[src/rtl/serial_frame_pkg.sv]
// Shared types and line constants for the serial frame transmitter.
// Even parity is compiled in when SERIAL_FRAME_TX_PARITY_EN is defined.
package serial_frame_pkg;

  typedef enum logic [2:0] {
    IDLE   = 3'd0,
    START  = 3'd1,
    DATA   = 3'd2,
    PARITY = 3'd3,
    STOP   = 3'd4
  } tx_state_t;

  localparam logic LINE_IDLE = 1'b1;
  localparam logic START_BIT = 1'b0;
  localparam logic STOP_BIT  = 1'b1;

endpackage

[src/rtl/serial_baud_tick.sv]
// Baud counter: runs 0..BAUD_DIV-1 while enabled and flags the terminal cycle.
// Holding clear keeps it at 0 so the first bit of a frame gets a full period.
module serial_baud_tick #(
  parameter int BAUD_DIV = 4
) (
  input  logic clk,
  input  logic reset,
  input  logic clear,
  output logic tick
);

  localparam int CW = (BAUD_DIV > 1) ? $clog2(BAUD_DIV) : 1;
  localparam logic [CW-1:0] TERM = CW'(BAUD_DIV - 1);

  logic [CW-1:0] cnt_q, cnt_d;

  assign tick = (cnt_q == TERM);

  // Wrapping on tick keeps the counter inside 0..BAUD_DIV-1, including BAUD_DIV=1.
  always_comb begin
    cnt_d = cnt_q;
    if (clear || tick) cnt_d = '0;
    else               cnt_d = cnt_q + CW'(1);
  end

  always_ff @(posedge clk or negedge reset) begin
    if (!reset) cnt_q <= '0;
    else        cnt_q <= cnt_d;
  end

endmodule

[src/rtl/serial_frame_tx.sv]
// Serial frame transmitter: start bit, DATA_W bits LSB first, optional even parity
// (SERIAL_FRAME_TX_PARITY_EN), stop bit. tx is registered from the next state.
module serial_frame_tx
  import serial_frame_pkg::*;
#(
  parameter int DATA_W   = 8,
  parameter int BAUD_DIV = 4
) (
  input  logic              clk,
  input  logic              reset,
  input  logic [DATA_W-1:0] data,
  input  logic              valid,
  output logic              ready,
  output logic              tx,
  output logic              busy,
  output logic              done
);

  localparam int IW = $clog2(DATA_W);
  localparam logic [IW-1:0] LAST_BIT = IW'(DATA_W - 1);

  tx_state_t         state_q, state_d;
  logic [DATA_W-1:0] shift_q, shift_d;
  logic [IW-1:0]     idx_q,   idx_d;
  logic              tx_q,    tx_d;
  logic              done_q,  done_d;
`ifdef SERIAL_FRAME_TX_PARITY_EN
  logic              par_q,   par_d;
`endif
  logic              tick;

  serial_baud_tick #(.BAUD_DIV(BAUD_DIV)) u_baud (
    .clk   (clk),
    .reset (reset),
    .clear (state_q == IDLE),
    .tick  (tick)
  );

  assign ready = (state_q == IDLE);
  assign busy  = (state_q != IDLE);
  assign tx    = tx_q;
  assign done  = done_q;

  always_comb begin
    state_d = state_q;
    shift_d = shift_q;
    idx_d   = idx_q;
    done_d  = 1'b0;
    tx_d    = LINE_IDLE;
`ifdef SERIAL_FRAME_TX_PARITY_EN
    par_d   = par_q;
`endif

    case (state_q)
      IDLE: begin
        if (valid) begin
          state_d = START;
          shift_d = data;
          idx_d   = '0;
`ifdef SERIAL_FRAME_TX_PARITY_EN
          par_d   = ^data;
`endif
        end
      end
      START: if (tick) state_d = DATA;
      DATA: begin
        if (tick) begin
          shift_d = shift_q >> 1;
          if (idx_q == LAST_BIT) begin
            idx_d = '0;
`ifdef SERIAL_FRAME_TX_PARITY_EN
            state_d = PARITY;
`else
            state_d = STOP;
`endif
          end else begin
            idx_d = idx_q + IW'(1);
          end
        end
      end
`ifdef SERIAL_FRAME_TX_PARITY_EN
      PARITY: if (tick) state_d = STOP;
`endif
      STOP: begin
        if (tick) begin
          state_d = IDLE;
          done_d  = 1'b1;
        end
      end
      default: state_d = IDLE;
    endcase

    // Line level follows the state being entered so tx changes on the same edge.
    case (state_d)
      START:   tx_d = START_BIT;
      DATA:    tx_d = shift_d[0];
`ifdef SERIAL_FRAME_TX_PARITY_EN
      PARITY:  tx_d = par_d;
`endif
      STOP:    tx_d = STOP_BIT;
      default: tx_d = LINE_IDLE;
    endcase
  end

  always_ff @(posedge clk or negedge reset) begin
    if (!reset) begin
      state_q <= IDLE;
      shift_q <= '0;
      idx_q   <= '0;
      tx_q    <= LINE_IDLE;
      done_q  <= 1'b0;
`ifdef SERIAL_FRAME_TX_PARITY_EN
      par_q   <= 1'b0;
`endif
    end else begin
      state_q <= state_d;
      shift_q <= shift_d;
      idx_q   <= idx_d;
      tx_q    <= tx_d;
      done_q  <= done_d;
`ifdef SERIAL_FRAME_TX_PARITY_EN
      par_q   <= par_d;
`endif
    end
  end

endmodule

[config.mk]
export PLATFORM = sky130hd
export DESIGN_NAME = serial_frame_tx
export DESIGN_NICKNAME = d
export VERILOG_FILES = /design/src/rtl/serial_frame_pkg.sv /design/src/rtl/serial_baud_tick.sv /design/src/rtl/serial_frame_tx.sv
export SDC_FILE = /design/constraint.sdc
export NUM_CORES = 1
export LEC_CHECK = 0
export ABC_AREA = 1
export CAP_MARGIN = 20
export CORE_MARGIN = 1.5
export CORE_UTILIZATION = 51
export CTS_CLUSTER_DIAMETER = 100
export CTS_CLUSTER_SIZE = 40
export DETAILED_ROUTE_END_ITERATION = 6
export GPL_TIMING_DRIVEN = 0
export PLACE_DENSITY = 0.77
export SYNTH_ARGS = -nofsm -noshare
export SYNTH_HDL_FRONTEND = slang
export SYNTH_SLANG_ARGS = --single-unit
[constraint.sdc]
create_clock -name clk -period 1.5 [get_ports clk]
set_input_delay 0.3 -clock clk [delete_from_list [all_inputs] [get_ports clk]]
set_output_delay 0.3 -clock clk [all_outputs]
set_load 0.02 [all_outputs]
# Word level (Yosys, flattened, before mapping)
# Index checks and enable logic that the tools add are counted.
# classes
n_div,0
bitwise,0
multipliers,0
muxes,17
n_eq_ne,9
n_reduce_logical,5
n_addsub,2
n_shift,0
n_lt_le_gt_ge,0
# op_table
op,n
3-bit two-way mux,8
8-bit two-way mux,2
8-bit case mux with 2 select lines,1
3-bit case mux with 4 select lines,1
3-bit by 1-bit == test with 1-bit output (second input constant),2
3-bit by 2-bit == test with 1-bit output (second input constant),2
3-bit == test (second input constant),2
3-bit case mux with 2 select lines,1
3-bit by 1-bit adder with 3-bit output (second input constant),1
3-bit logical NOT,1
3-bit AND reduction,1
3-bit nonzero test,1
2-bit by 1-bit adder with 2-bit output (second input constant),1
2-bit == test (second input constant),1
1-bit two-way mux,2
2-bit two-way mux,1
2-bit by 1-bit inequality test with 1-bit output (second input constant),1
2-bit inequality test (second input constant),1
1-bit case mux with 2 select lines,1
2-bit nonzero test,1
1-bit logical OR,1
# totals
word_cells,40
inputBits,11
memories,0
ramBits,0
output_inout_bits,4
mem_bits_ro,0
latch_bits,0
reg_bits,18

# Logic depth before layout (Yosys ltp)
# logic_depth
depth_word,6
mapped_depth,8
depth_no_buf,8

# Modules after synthesis
# A second synthesis with hierarchy kept.
# hier_totals
hier_cells,115
hier_area_um2,907.1
# by_module_without_submodules
mod,cells_each,seq_area_each_um2,instances,area_per_inst_um2
serial_frame_tx,106,401.6,1,822.0
serial_baud_tick,9,50.0,1,85.1

# Least setup slack after synthesis
# No wires, ideal clock.
# synth_timing
path_type,reg-to-output
start,register state_q[2]
end,output ready
path_stages_with_launch,4
required_ps,1200
slack_ps,262
arrival_time_ps,938
n_path_buf,0
cell_sequence,dfrtp_1 nor2_4 nand2_1 inv_2
# synth_via
elab_chain_cells,1
# synth_lines
item,line,source
start: declaration,serial_frame_tx.sv:22,"tx_state_t state_q, state_d;"
start signal: assignment,serial_frame_tx.sv:116,state_q <= state_d;
3-bit logical NOT,serial_frame_tx.sv:39,assign ready = (state_q == IDLE);
end: declaration,serial_frame_tx.sv:13,"output logic ready,"
# Every way passes these cells.

# Worst setup path after layout
# Same ends and word-level chain as after synthesis.

==> impl_metrics.csv <==
group,metric,value,unit
status,status,"finished, final reports clean",
clock_tree,cts_buffer_depth,2,
global_routing,grt_pass1_wl,2660,um
hold_path,hp-class,"register to register",
worst_setup_path,cp.arrival,1.16,ns
worst_setup_path,crit_path_start_kind,"register",
synthesis,yosysTopAreaCellShare,47.0,%
drt,num_vias,754,
power,power_density,1600,mW/mm^2
drt,drcViolationCount,0,
synthesis,synth_area,906,um^2
timing,hold_violations,0,
clock_tree,cts_tree,"yes",
job,maxCapViolCount,0,
synthesis,yosys_warnings,0,
worst_setup_path,path_max_fanout,3,
drt,firstDrtPassIters,4,
layout,nets,152,
clock_tree,cts_root_buf,"clkbuf_4",
power,p_leak,0.628,nW
timing,setup_viol,0,
worst_setup_path,cpMaxStageDelayCell,"dfrtp_2",
synthesis,synth_nets,127,
clock_tree,clkTransAtPathRegs,0.10,ns
worst_setup_path,cp.required,1.20,ns
synthesis,ys_types,19,
die,ioPinCount,15,
die,dieHeight,45.1,um
global_routing,grt_pass1_vias,680,
placement,portBuffers,14,
die,num_rows,15,
worst_setup_path,cp_slowest_stage_delay,0.44,ns
placement,gp_congestion,0.773,
timing,slew_headroom,47.0,%
synthesis,ys_top_cells_by_area,"dfrtp_1 (47%), nand2_1 (23%), inv_1 (4.6%), ha_1 (4.1%), dfstp_2 (2.9%)",
layout,drive_gt1_share,21.2,%
synthesis,synth-main-ff-cell,"dfrtp_1",
drt,drt_iter0_markers,10,
synthesis,ys_seq_elements,18,
drt,wl,1740,um
layout,syn_to_final_growth,25.6,%
clock_tree,cts_max_level,1,
timing,finalClockSkew,0.00695,ns
synthesis,async_reset_ff_share,100,%
drt,via_per_inst,4.90,
synthesis,yosysTopAreaCell,"dfrtp_1",
drt,ant_nets,0,
synthesis,syn_inst,113,
synthesis,avgSynthCellArea,8.02,um^2
layout,register_area,454,um^2
drt,routedWlPerCell,11.3,um
clock_tree,cts_made_buffers,3,
synthesis,synth-seq-area-share,49.9,%
clock_tree,insertion_delay,0.29,ns
die,die_w,45.1,um
timing,max_freq,687,MHz
layout,n_antenna_cell,0,
placement,dp_slack,-0.199,ns
die,core_area,0.00169,mm^2
clock_tree,cts.sinks,18,
timing,finalCritPeriodShare,97.0,%
timing,tightest_slew,0.792,ns
die,die_area,0.00204,mm^2
worst_setup_path,cp_cell_sequence,"nor2_4, nand2_2, inv_2, buf_6",
power,peakVddDrop,724,uV
timing,fin_ws,0.0444,ns
timing,maxSlewViolCount,0,
synthesis,synth-edff-count,0,
die,start_util,53.6,%
global_routing,grt_start_max_net_pins,19,
clock_tree,postCtsHoldBufs,0,
global_routing,grt_overflow_total,0,
worst_setup_path,reg2reg_slack,0.15,ns
global_routing,track_usage,17.9,%
placement,hpwl,1220,um
worst_setup_path,end_kind,"primary output",
layout,multiInputGateArea,394,um^2
layout,filler_cell_count,144,
global_routing,antenna_found_initial,0,
power,report.power.total,1.82,mW
timing,fin_crit,1.46,ns
worst_setup_path,path_class,"register to primary output",
[power breakdown]
part	total, mW	switching, mW	leakage, nW	internal [mW]
Sequential	0.771	0.104	0.228	0.667
Clock	0.248	0.145	0.0150	0.103
Combinational	0.802	0.474	0.385	0.328
Total	1.82	0.723	0.628	1.10
[cell usage after synthesis, types with 2 or more instances]
| master | count |
|---|---|
| nand2_1 | 56 |
| dfrtp_1 | 17 |
| inv_1 | 11 |
| inv_2 | 4 |
| nand3_1 | 4 |
| ha_1 | 3 |
| o21ai_0 | 3 |
| nand3_2 | 2 |
| nor2_4 | 2 |
| nor3_1 | 2 |
[metrics by stage]
stage	area (um^2)	hold slack [ns]	instances	util, %	setup TNS (ns)
final	1140	0.452	154	67.3	0
after global routing	1140	0.465	154	67.3	-0.0236
after CTS	1100	0.452	150	65.3	0
after detailed placement	1070	0.437	144	63.2	-0.285
after global placement	1070	0.425	144	63.2	-0.252
after floorplan	906	0.00441	113	-	0
[cells in the final DEF, fill, tap and decap left out]
master,instances
clkdlybuf4s50_1,10
and3_1,1
dfrtp_2,2
nand4_1,1
buf_6,1
inv_4,1
inv_1,10
inv_2,5
nor3_1,2
dfrtp_1,15
nand3_2,2
nand2_2,2
ha_1,3
nand2_1,55
nand3_1,4
nor2_2,1
buf_4,6
nor2_4,2
dfstp_2,1
clkbuf_1,1
nand2_4,1
o21ai_0,3
dlygate4sd2_1,2
buf_2,1
clkbuf_4,3
nor2_1,1
o21ai_4,1
[routing by layer]
layer  track usage [%]  up-vias  wire length (um)
li1                  -      396                 -
met1              20.9      341               795
met2              31.4       13               883
met3              2.80        4                47
met4              8.82        0                14
met5                 0        -                 0
[kinds of logic after synthesis]
group | synth area share (%)
AOI/OAI and AO/OA | 3.45
adders and majority gates | 4.14
and+or+nand+nor | 35.6
buffers and inverters | 6.91
DFF | 49.9
[cell type report]
type	count	share of cell area, %
sequential	18	39.9
tap	17	1.87
clock buffer	4	2.31
timing repair buffer	20	15.7
inverter	16	5.50
multi-input combinational	79	34.7
[what timing repair did]
item                       CTS  global route
pin swaps                    1             1
setup endpoints to repair    4             2
gates resized for setup     15             1
setup buffers                2             4
[path summary, 6_finish.rpt]
| path | startpoint | endpoint | depth (start not counted) |
|---|---|---|---|
| max | state_q[2] | ready | 4 |
| max reg2reg | u_baud.cnt_q[0] | idx_q[2] | 6 |
| min reg2reg | u_baud.cnt_q[0] | u_baud.cnt_q[0] | 1 |
| max in group asynchronous | reset | state_q[0] | 1 |
| min in group asynchronous | reset | shift_q[2] | 1 |
| min | u_baud.cnt_q[0] | u_baud.cnt_q[0] | 1 |
[worst max-delay path: cells and delay by family, from the launching register on]
| family | cells | cell delay (ns) |
|---|---|---|
| buffers and inverters | 2 | 0.19 |
| AND/OR/NAND/NOR | 2 | 0.23 |
| flip-flops | 1 | 0.44 |
[sequential cells by signal, indices dropped and copies added, names as in the netlist]
signal	flops
tx	1
u_baud.cnt_q	2
idx_q	3
done	1
state_q	3
shift_q	8
Power figures use the tool's default switching activity.
